[src/rtl/mole_controller.sv]
// Whack-a-mole game controller: spawns one mole per enable pulse at a
// pseudo-random hole and scores whacks, misses and timeouts.
module mole_controller #(
  parameter int         WIN_EASY  = 200000000,
  parameter int         WIN_MED   = 120000000,
  parameter int         WIN_HARD  = 80000000,
  parameter logic [7:0] LFSR_SEED = 8'hA5
) (
  input  logic       CLK100MHZ,
  input  logic       n_reset,
  input  logic       enable,
  input  logic [1:0] difficulty,
  input  logic [7:0] buttons,
  output logic [7:0] mole,
  output logic       hit_pulse,
  output logic       miss_pulse,
  output logic [7:0] score,
  output logic [1:0] lives,
  output logic       game_over
);

  typedef enum logic [1:0] {IDLE, ACTIVE, GAME_OVER} state_t;

  // An all-zero LFSR would lock up, so a zero seed is promoted to 1.
  localparam logic [7:0]  SEED   = (LFSR_SEED == 8'h00) ? 8'h01 : LFSR_SEED;
  localparam logic [27:0] WIN_E  = 28'(WIN_EASY);
  localparam logic [27:0] WIN_M  = 28'(WIN_MED);
  localparam logic [27:0] WIN_H  = 28'(WIN_HARD);

  state_t      state;
  logic [7:0]  btn_prev;
  logic [7:0]  lfsr;
  logic [7:0]  lfsr_next;
  logic [7:0]  edges;
  logic [2:0]  last_idx;
  logic [2:0]  cand;
  logic [2:0]  spawn_idx;
  logic [27:0] win_cnt;
  logic [27:0] win_len;
  logic [27:0] win_sel;
  logic        lit_edge;
  logic        wrong_edge;
  logic        timeout;

  always_comb begin
    edges     = buttons & ~btn_prev;
    lfsr_next = {lfsr[6:0], lfsr[7] ^ lfsr[5] ^ lfsr[4] ^ lfsr[3]};
    cand      = lfsr_next[2:0];
    // Never light the same hole twice in a row.
    spawn_idx = (cand == last_idx) ? cand + 3'd1 : cand;
    case (difficulty)
      2'b00:   win_sel = WIN_E;
      2'b01:   win_sel = WIN_M;
      default: win_sel = WIN_H;
    endcase
    lit_edge   = |(edges & mole);
    wrong_edge = |(edges & ~mole);
    timeout    = (win_cnt == win_len - 28'd1);
  end

  always_ff @(posedge CLK100MHZ) begin
    if (!n_reset) begin
      state      <= IDLE;
      mole       <= 8'h00;
      hit_pulse  <= 1'b0;
      miss_pulse <= 1'b0;
      score      <= 8'd0;
      lives      <= 2'd3;
      game_over  <= 1'b0;
      lfsr       <= SEED;
      last_idx   <= 3'd0;
      win_cnt    <= 28'd0;
      win_len    <= WIN_E;
      // Buttons held through reset must not register as a press.
      btn_prev   <= 8'hFF;
    end else begin
      btn_prev   <= buttons;
      hit_pulse  <= 1'b0;
      miss_pulse <= 1'b0;
      case (state)
        IDLE: begin
          if (enable) begin
            lfsr     <= lfsr_next;
            last_idx <= spawn_idx;
            mole     <= 8'h01 << spawn_idx;
            win_cnt  <= 28'd0;
            win_len  <= win_sel;
            state    <= ACTIVE;
          end
        end
        ACTIVE: begin
          // A lit-hole press wins over wrong presses and the timeout.
          if (lit_edge) begin
            hit_pulse <= 1'b1;
            if (score != 8'hFF) score <= score + 8'd1;
            mole  <= 8'h00;
            state <= IDLE;
          end else if (wrong_edge || timeout) begin
            miss_pulse <= 1'b1;
            lives      <= lives - 2'd1;
            mole       <= 8'h00;
            if (lives == 2'd1) begin
              state     <= GAME_OVER;
              game_over <= 1'b1;
            end else begin
              state <= IDLE;
            end
          end else if (win_cnt != 28'hFFFFFFF) begin
            win_cnt <= win_cnt + 28'd1;
          end
        end
        GAME_OVER: begin
          mole      <= 8'h00;
          game_over <= 1'b1;
        end
        default: state <= IDLE;
      endcase
    end
  end

endmodule

[config.mk]
export PLATFORM = sky130hd
export DESIGN_NAME = mole_controller
export DESIGN_NICKNAME = d
export VERILOG_FILES = /design/src/rtl/mole_controller.sv
export SDC_FILE = /design/constraint.sdc
export NUM_CORES = 1
export LEC_CHECK = 0
export ABC_AREA = 1
export ABC_CLOCK_PERIOD_IN_PS = 2920
export BUFFER_PORTS_ARGS = -buffer_cell sky130_fd_sc_hd__buf_4
export CAP_MARGIN = 25
export CORE_UTILIZATION = 40
export DETAILED_ROUTE_END_ITERATION = 7
export MAX_ROUTING_LAYER = met4
export SLEW_MARGIN = 5
export SYNTH_ARGS = -nofsm -noshare
export SYNTH_HDL_FRONTEND = slang
export SYNTH_SLANG_ARGS = --single-unit
[constraint.sdc]
create_clock -name CLK100MHZ -period 2.92 [get_ports CLK100MHZ]
set_input_delay 0.438 -clock CLK100MHZ [delete_from_list [all_inputs] [get_ports CLK100MHZ]]
set_output_delay 0.438 -clock CLK100MHZ [all_outputs]
set_load 0.02 [all_outputs]
==> results.cfg, run 1 <==
[status]
status = complete, no violations

[sta]
hold_violations = 0
finalMaxSlewViolations = 0
min_period_ns = 2.54
max_slew_margin_pct = 57.5
rsz0062_at_grt = no
setup_violations = 0
fmax_mhz = 393
fin_skew_ns = 0.00691
period_share_pct = 87.1
worstMarginPinSlew_ns = 0.636
setup_tns_ns = 0

[layout]
multiInputGateArea_um2 = 2660
fin_cells = 903
final_layout_size_suffix_gt1_share_pct = 10.7
nets = 780
syn_to_final_growth_pct = 14.2
antennaDiodeCount = 0
fillers = 1142
regArea_um2 = 1520

[cts]
cts.sinks = 76
cts_buffer_depth = 2
numCtsBuffers = 9
cts_tree = done
cts-root-buf = clkbuf_16
cts-htree-levels = 3
hold_buffers = 0
cts.clk_slew.worst_paths_ns = 0.06
clock_latency_ns = 0.34
cts_resized = 0
postCtsSetupBuffers = 0

[global_route]
grt_max_degree = 35
grtUsageTotal_pct = 22.2
first_global_vias = 4154
grt_pass1_wl_um = 20200
overflow = 0
antenna_found_initial = 0

[placed_design]
gp_routability_congestion = 0.952
dp_hpwl_um = 8930
io_buffers = 33
dp.cells = 887

[hold_path]
hold_path_end = btn_prev[1]$_SDFF_PN1_
whs_path_depth = 3
hold_class = in2reg
hp-start = buttons[1]

[route]
wl_um = 12100
first_pass_iters = 5
via_count = 4624
drc = 0
vias_per_cell = 5.12
drtIter0Drc = 330
wl_per_cell_um = 13.5
postRouteAntennaNets = 0

[die]
die_x_um = 110
dieArea_um2 = 12000
start_util_pct = 41.8
die_h_um = 110
coreArea_um2 = 11100
pin_count = 34
core.rowCount = 38

[worst_setup_path]
end_kind = flop
cp_slowest_stage_delay_ns = 0.46
required_ns = 3.19
critPathKind = reg2reg
r2r-start = win_len[25]$_SDFFE_PN1P_
r2r_end = win_cnt[2]$_SDFFE_PN0P_
crit_path_frequent_cell = nand2_1
critPathSlowestCell = dfxtp_1
cp.arrival_ns = 2.81
start_kind = flop
cp_cell_sequence = inv_2, ha_1, inv_1, nor2_1, nand3_2, nand2_1, nand2_1, nand2_1, nor2_1, nand2_1, nor2_1, nand2_1, nand3_2, nand2_4, nand2_2, buf_6, nand2_1, a21oi_2
cp_max_fo = 29
worstRegToRegCells = 18
reg2reg_slack_ns = 0.38

[pwr]
pwr-share-clk_pct = 31.5
p_per_area_nw_per_um2 = 670
irDropWorstVdd_v = 0.000416
p_leak_nw = 2.13
p_comb_share_pct = 33.2
p_int_w = 0.00220
seq_power_share_pct = 35.3
p_sw_w = 0.00135
p_sw_share_pct = 38.0

[logic_synthesis]
synthCells = 732
ys_seq_area_share_pct = 32.8
synth_warnings = 0
postSynthNetCount = 754
synth_seq_cells = 76
syn_area_per_cell_um2 = 6.33
yosys.cell_types.count = 35
synth_area_um2 = 4630

[job]
drv_cap = 0
==> through the flow <==
step / total power [W] / hold WS (ns) / util [%] / setup WS (ns) / cell area, um2
2_1_floorplan: 0.00214 / 0.430 / - / 0.720 / 4630
3_3_place_gp: 0.00241 / 0.437 / 45.0 / 0.352 / 4990
3_5_place_dp: 0.00243 / 0.452 / 45.0 / 0.324 / 4990
4_1_cts: 0.00355 / 0.273 / 47.7 / 0.305 / 5280
5_1_grt: 0.00379 / 0.287 / 47.8 / 0.0888 / 5290
6_report: 0.00355 / 0.280 / 47.8 / 0.378 / 5290
==> worst max path at each step <==
stage / from / endpoint / slack [ns]
3_5_place_dp: win_len[25]$_SDFFE_PN1P_ / win_cnt[2]$_SDFFE_PN0P_ / 0.32
4_1_cts: win_len[25]$_SDFFE_PN1P_ / win_cnt[12]$_SDFFE_PN0P_ / 0.31
2_1_floorplan: win_len[25]$_SDFFE_PN1P_ / win_cnt[2]$_SDFFE_PN0P_ / 0.72
6_report: win_len[25]$_SDFFE_PN1P_ / win_cnt[2]$_SDFFE_PN0P_ / 0.38
3_3_place_gp: win_len[25]$_SDFFE_PN1P_ / win_cnt[19]$_SDFFE_PN0P_ / 0.35
5_1_grt: win_len[25]$_SDFFE_PN1P_ / win_cnt[12]$_SDFFE_PN0P_ / 0.09
==> placed cells by master (no fill, tap or decap), drive strengths merged <==
master	n
dfxtp	76
ha	9
o31ai	2
nand2	188
o21ai	16
clkbuf	11
nand4	16
nor3b	4
o21a	1
nor4	9
o211ai	1
or2	6
nand3b	1
a21oi	44
nand3	76
nor2	115
xnor2	5
bufinv	1
buf	40
xor2	25
inv	89
nor3	22
clkinvlp	3
o21bai	1
a31oi	2
==> metal layers <==
metal | GRT usage (%) | routed length (um) | share of wire, %
met5 | - | 0 | 0
met4 | 8.67 | 229 | 1.9
met3 | 2.85 | 576 | 4.7
met2 | 32.7 | 5280 | 43
met1 | 30.8 | 6060 | 50
==> cell families (layout without fill, tap and decap cells) <==
family	after synthesis	count (layout)	share of synthesized area (%)
DFF	76	76	32.8
and+or+nand+nor	437	437	41.0
xor gates and xnor gates	30	30	5.67
buffers and inverters	113	144	9.69
adders and majority gates	9	9	2.43
AOI/OAI and AO/OA	67	67	8.32
==> cell type report <==
cell class / count / share of cell area (%)
repair buffers: 40 / 5.82
clock buffers: 11 / 4.40
multi-input cells: 543 / 50.3
flip-flops and latches: 76 / 28.8
well taps: 140 / 3.31
inverters: 88 / 6.24
clock inverters: 5 / 1.16
==> power by group through the flow <==
stage	sequential, W	clock (W)	combinational [W]
floorplan	0.00131	0	0.000828
global placement	0.00127	0	0.00114
detailed placement	0.00127	0	0.00116
CTS	0.00125	0.00114	0.00116
global route	0.00127	0.00118	0.00134
finish	0.00125	0.00112	0.00118
==> cell usage after synthesis <==
| cell type | instances | share of area, % |
|---|---|---|
| o21a_1 | 1 | 0.16 |
| buf_1 | 1 | 0.081 |
| nor2_2 | 2 | 0.27 |
| a21oi_1 | 36 | 3.9 |
| o211ai_1 | 1 | 0.16 |
| o21ai_0 | 15 | 1.6 |
| o31ai_1 | 1 | 0.16 |
| nand2_1 | 184 | 15 |
| or2_2 | 6 | 0.81 |
| nor3b_1 | 4 | 0.65 |
| nand3b_1 | 1 | 0.16 |
| nand4_1 | 16 | 2.2 |
| ha_1 | 9 | 2.4 |
| xnor2_1 | 5 | 0.95 |
| inv_2 | 2 | 0.16 |
| nand3_1 | 73 | 7.9 |
| nor2_1 | 112 | 9.1 |
| nor3_1 | 22 | 2.4 |
| buf_8 | 1 | 0.32 |
| buf_6 | 1 | 0.24 |
| nand2_4 | 1 | 0.24 |
| a31oi_1 | 2 | 0.27 |
| nor2_4 | 1 | 0.24 |
| xor2_1 | 25 | 4.7 |
| nand3_2 | 3 | 0.65 |
| o21ai_1 | 1 | 0.11 |
| a21oi_2 | 8 | 1.5 |
| inv_1 | 86 | 7.0 |
| dfxtp_1 | 76 | 33 |
| clkbuf_1 | 17 | 1.4 |
| buf_2 | 5 | 0.54 |
| o31ai_2 | 1 | 0.27 |
| nand2_2 | 3 | 0.41 |
| o21bai_1 | 1 | 0.16 |
| nor4_1 | 9 | 1.2 |
==> critical path: cells and delay by family (launching register included) <==
family	cells	cell delay, ns
adder cells (fa/ha/maj)	1	0.24
AO/OA/AOI/OAI	1	0.14
buffers and inverters	3	0.44
flip-flops	1	0.46
AND/OR/NAND/NOR	13	1.17
==> registers in the layout (all words and copies together), names as in the netlist <==
| signal | flops |
|---|---|
| lfsr | 8 |
| last_idx | 3 |
| btn_prev | 8 |
| lives | 2 |
| game_over | 1 |
| win_len | 6 |
| state | 2 |
| miss_pulse | 1 |
| hit_pulse | 1 |
| win_cnt | 28 |
| mole | 8 |
| score | 8 |
Note: power is estimated with default switching activity, not from simulation.
==> run 2: changes to the inputs <==
==> constraint.sdc (replaced) <==
create_clock -name CLK100MHZ -period 2.92 [get_ports CLK100MHZ]
set_input_delay 0.146 -clock CLK100MHZ [delete_from_list [all_inputs] [get_ports CLK100MHZ]]
set_output_delay 0.146 -clock CLK100MHZ [all_outputs]
set_load 0.02 [all_outputs]
==> run 2 against run 1 <==
Net effect: global-route usage up 0.065 points; routed wire length up 0.18%; sequential share of layout area down 0.16 points; sequential power about the same; clock skew about the same; non-clock buffer count up 3; hold slack worse by 0.26 ns; utilization up 0.27 points; count of clock-buffer cells in the layout unchanged; die area unchanged; critical path type unchanged.
==> results.cfg, run 2 (synthesis gave the netlist of run 1 again) <==
[status]
status = complete, no violations

[worst_setup_path]
cp_slowest_stage_delay_ns = 0.37
critPathSlowestCell = dfxtp_1
r2r_end = win_cnt[2]$_SDFFE_PN0P_
path_depth = 17
critPathKind = reg2reg
r2r-start = win_len[25]$_SDFFE_PN1P_
cp_max_fo = 29
required_ns = 3.19
cpLargestDelayFamily = simple AND/OR/NAND/NOR gates
startpoint = win_len[25]$_SDFFE_PN1P_
crit_path_frequent_cell = nand2_1
start_kind = flop
end_kind = flop
reg2reg_slack_ns = 0.37
cp.arrival_ns = 2.81
worstRegToRegCells = 17
cp_cell_sequence = inv_2, ha_1, inv_1, nor2_1, nand3_2, nand3_1, nand2_1, nor2_1, nand2_1, nor2_1, nand2_1, nand3_2, nand2_4, nand2_2, buf_6, nand2_1, a21oi_2
cp-endpoint = win_cnt[2]$_SDFFE_PN0P_
crit_buf_inv = 3

[route]
drc = 0
wl_per_cell_um = 13.4
first_pass_iters = 5
vias_per_cell = 5.13
postRouteAntennaNets = 0
drtIter0Drc = 348
wl_um = 12200
via_count = 4645

[layout]
nets = 783
final_cell_area_um2 = 5320
final_util_pct = 48.0
fillers = 1141
fin_cells = 906
final_layout_size_suffix_gt1_share_pct = 10.7
layout_common_cells = 184 x nand2_1, 112 x nor2_1, 85 x inv_1
syn_to_final_growth_pct = 14.9
antennaDiodeCount = 0
final_common_cell = nand2_1
largest_reg_flops = 28
largest_register = win_cnt

[die]
coreArea_um2 = 11100
core.rowCount = 38
start_util_pct = 41.8
pin_count = 34
dieArea_um2 = 12000
die_x_um = 110
die_h_um = 110

[placed_design]
dp.cells = 887
gp_routability_congestion = 0.952
dp_hpwl_um = 8930
place_area_um2 = 4990
io_buffers = 33

[sta]
period_share_pct = 87.2
fmax_mhz = 393
hold_violations = 0
min_period_ns = 2.55
max_slew_margin_pct = 57.6
fin_skew_ns = 0.00688
rsz0062_at_grt = no
worstMarginPinSlew_ns = 0.636
setup_tns_ns = 0
setup_violations = 0
finalMaxSlewViolations = 0

[hold_path]
hold_class = in2reg

[cts]
cts_tree = done
cts.sinks = 76
cts_buffer_depth = 2
numCtsBuffers = 9
cts.clk_slew.worst_paths_ns = 0.06
cts-htree-levels = 3
cts-root-buf = clkbuf_16
clock_latency_ns = 0.34

[pwr]
irDropWorstVdd_v = 0.000416
p_leak_nw = 2.14
p_per_area_nw_per_um2 = 667

[global_route]
grtUsageTotal_pct = 22.3
first_global_vias = 4175
grt_pass1_wl_um = 20300
antenna_found_initial = 0
grt_max_degree = 35
overflow = 0

[job]
drv_cap = 0
run 2: changes by cell type in the layout (fill, tap and decap cells not counted):
| cell | change |
|---|---|
| dlygate4sd3_1 | +3 |
run 2: what timing repair did:
action | in CTS | in global routing
buffers inserted | 0 | 0
resized for setup | 0 | 3
hold endpoints to repair | 3 | 0
setup endpoints to repair | 0 | 24
hold buffers | 3 | 0
run 2: how the worst min path moves through the flow:
stage / cells past startpoint / start / to / slack, ns
after floorplan: 2 / buttons[0] / btn_prev[0]$_SDFF_PN1_ / 0.24
after CTS: 2 / buttons[3] / btn_prev[3]$_SDFF_PN1_ / 0.003
after global placement: 3 / buttons[0] / btn_prev[0]$_SDFF_PN1_ / 0.33
after detailed placement: 3 / buttons[1] / btn_prev[1]$_SDFF_PN1_ / 0.34
after global routing: 2 / buttons[3] / btn_prev[3]$_SDFF_PN1_ / 0.007
final: 2 / buttons[4] / btn_prev[4]$_SDFF_PN1_ / 0.02
run 2: routing by layer:
metal  up-vias  global-route usage (%)  part of all wire [%]
met5         -                       -                     0
met4         0                    8.67                   2.0
met3        25                    2.85                   4.6
met2       134                    32.9                    43
met1      2089                    30.8                    50
li1       2397                       -                     -
run 2: metrics by stage:
step | hold slack (ns) | setup WS [ns] | total power, W
final | 0.0159 | 0.373 | 0.00355
after global placement | 0.330 | 0.352 | 0.00241
after global routing | 0.00654 | 0.0888 | 0.00379
after detailed placement | 0.335 | 0.324 | 0.00243
after floorplan | 0.242 | 0.720 | 0.00214
after CTS | 0.00335 | 0.305 | 0.00356
run 2: layout make-up:
class	count	area [um2]	area share [%]
clock inverter	5	61.3	1.15
sequential	76	1520	28.6
multi-input combinational	543	2660	50.0
timing repair buffer	43	338	6.35
inverter	88	330	6.21
clock buffer	11	233	4.37
tap	140	175	3.29
run 2: report_power, final:
part,total (W),internal (W),switching (W)
logic,0.00118,0.000380,0.000801
registers,0.00125,0.00115,0.0000982
clock network,0.00111,0.000666,0.000449
total,0.00355,0.00220,0.00135
==> run 3: changes to the inputs <==
- CTS_BUF_LIST: unset -> sky130_fd_sc_hd__clkbuf_8 sky130_fd_sc_hd__clkbuf_16
==> run 3 against run 2 <==
Net effect: power shrank 0.19%; utilization is the same; critical endpoint unchanged; non-clock buffer count is the same; die area is the same; routed wire length is essentially flat; combinational power is essentially flat; flip-flop and latch count is the same; count of clock-buffer cells in the layout shrank 2; clock skew is essentially flat.
==> results.cfg, run 3 (synthesis gave the netlist of run 1 again) <==
[worst_setup_path]
r2r-start = win_len[25]$_SDFFE_PN1P_
worstRegToRegCells = 17
r2r_end = win_cnt[2]$_SDFFE_PN0P_
startpoint = win_len[25]$_SDFFE_PN1P_
reg2reg_slack_ns = 0.37
critPathKind = reg2reg
required_ns = 3.19
end_kind = flop
cp_max_fo = 29
start_kind = flop
cp.arrival_ns = 2.81
cp-endpoint = win_cnt[2]$_SDFFE_PN0P_

[global_route]
grtUsageTotal_pct = 22.3
first_global_vias = 4175
overflow = 0
grt_max_degree = 35
antenna_found_initial = 0
grt_pass1_wl_um = 20300

[sta]
finalMaxSlewViolations = 0
rsz0062_at_grt = no
setup_violations = 0
min_period_ns = 2.55
max_slew_margin_pct = 57.6
fin_skew_ns = 0.00679
setup_tns_ns = 0
worstMarginPinSlew_ns = 0.636
period_share_pct = 87.2
hold_violations = 0
fmax_mhz = 393

[job]
drv_cap = 0

[cts]
cts-root-buf = clkbuf_16
cts.sinks = 76
numCtsBuffers = 9
cts_buffer_depth = 2
cts.clk_slew.worst_paths_ns = 0.06
clock_latency_ns = 0.34
cts-htree-levels = 3
cts_tree = done

[pwr]
p_total_w = 0.00354
p_leak_nw = 2.15
irDropWorstVdd_v = 0.000416
p_per_area_nw_per_um2 = 666

[layout]
largest_reg_flops = 28
fin_cells = 906
largest_register = win_cnt
final_layout_size_suffix_gt1_share_pct = 10.7
final_cell_area_um2 = 5320
nets = 783
antennaDiodeCount = 0
final_common_cell = nand2_1
layout_common_cells = 184 x nand2_1, 112 x nor2_1, 87 x inv_1
syn_to_final_growth_pct = 14.9

[placed_design]
io_buffers = 33
dp_hpwl_um = 8930
dp.cells = 887
gp_routability_congestion = 0.952
place_area_um2 = 4990

[route]
drc = 0
wl_per_cell_um = 13.4
vias_per_cell = 5.14
first_pass_iters = 8
wl_um = 12200
via_count = 4653
postRouteAntennaNets = 0
drtIter0Drc = 348

[die]
die_h_um = 110
coreArea_um2 = 11100
core.rowCount = 38
start_util_pct = 41.8
dieArea_um2 = 12000
die_x_um = 110
pin_count = 34

[status]
status = complete, no violations

[hold_path]
hold_class = in2reg
run 3: stage by stage:
step,hold slack [ns],utilization [%],setup WS [ns]
2_1_floorplan,0.242,-,0.720
3_3_place_gp,0.330,45.0,0.352
3_5_place_dp,0.335,45.0,0.324
4_1_cts,0.00308,48.0,0.305
5_1_grt,0.00628,48.0,0.0888
6_report,0.0156,48.0,0.374
run 3: critical path: stages, from the launching register on:
cell and delay (ns):
dfxtp_1 0.37, inv_2 0.15, ha_1 0.20, inv_1 0.07, nor2_1 0.18, nand3_2 0.20, nand3_1 0.11, nand2_1 0.06
nor2_1 0.12, nand2_1 0.06, nor2_1 0.13, nand2_1 0.11, nand3_2 0.09, nand2_4 0.06, nand2_2 0.08, buf_6 0.23
nand2_1 0.10, a21oi_2 0.14
run 3: worst min path at each step:
| stage | startpoint | to | slack, ns | cells after the start |
|---|---|---|---|---|
| floorplan | buttons[0] | btn_prev[0]$_SDFF_PN1_ | 0.24 | 2 |
| global placement | buttons[0] | btn_prev[0]$_SDFF_PN1_ | 0.33 | 3 |
| detailed placement | buttons[1] | btn_prev[1]$_SDFF_PN1_ | 0.34 | 3 |
| CTS | buttons[3] | btn_prev[3]$_SDFF_PN1_ | 0.003 | 2 |
| global route | buttons[3] | btn_prev[3]$_SDFF_PN1_ | 0.006 | 2 |
| finish | buttons[4] | btn_prev[4]$_SDFF_PN1_ | 0.02 | 2 |
run 3: layout make-up:
| type | count | area (um2) |
|---|---|---|
| Inverter | 88 | 330 |
| Clock inverter | 7 | 68.8 |
| Timing Repair Buffer | 43 | 338 |
| Multi-Input combinational cell | 543 | 2660 |
| Clock buffer | 9 | 225 |
| Fill cell | 1141 | 5760 |
| Tap cell | 140 | 175 |
| Sequential cell | 76 | 1520 |
run 3: per-layer routing:
metal / wire length, um / up-vias / global-route usage, %
met5: 0 / - / -
met1: 6080 / 2101 / 30.8
met4: 255 / 0 / 8.67
met3: 551 / 25 / 2.85
met2: 5290 / 128 / 32.9
li1: - / 2399 / -
run 3: repair_timing:
item	4_1_cts	5_1_grt
hold endpoints to repair	3	0
setup endpoints to repair	0	24
gates resized for setup	0	3
buffers inserted	0	0
hold buffers	3	0
run 3: power by group:
group / internal [W] / switching (W) / leakage (nW)
registers: 0.00115 / 0.0000977 / 0.621
clock network: 0.000659 / 0.000450 / 0.141
logic: 0.000380 / 0.000801 / 1.39
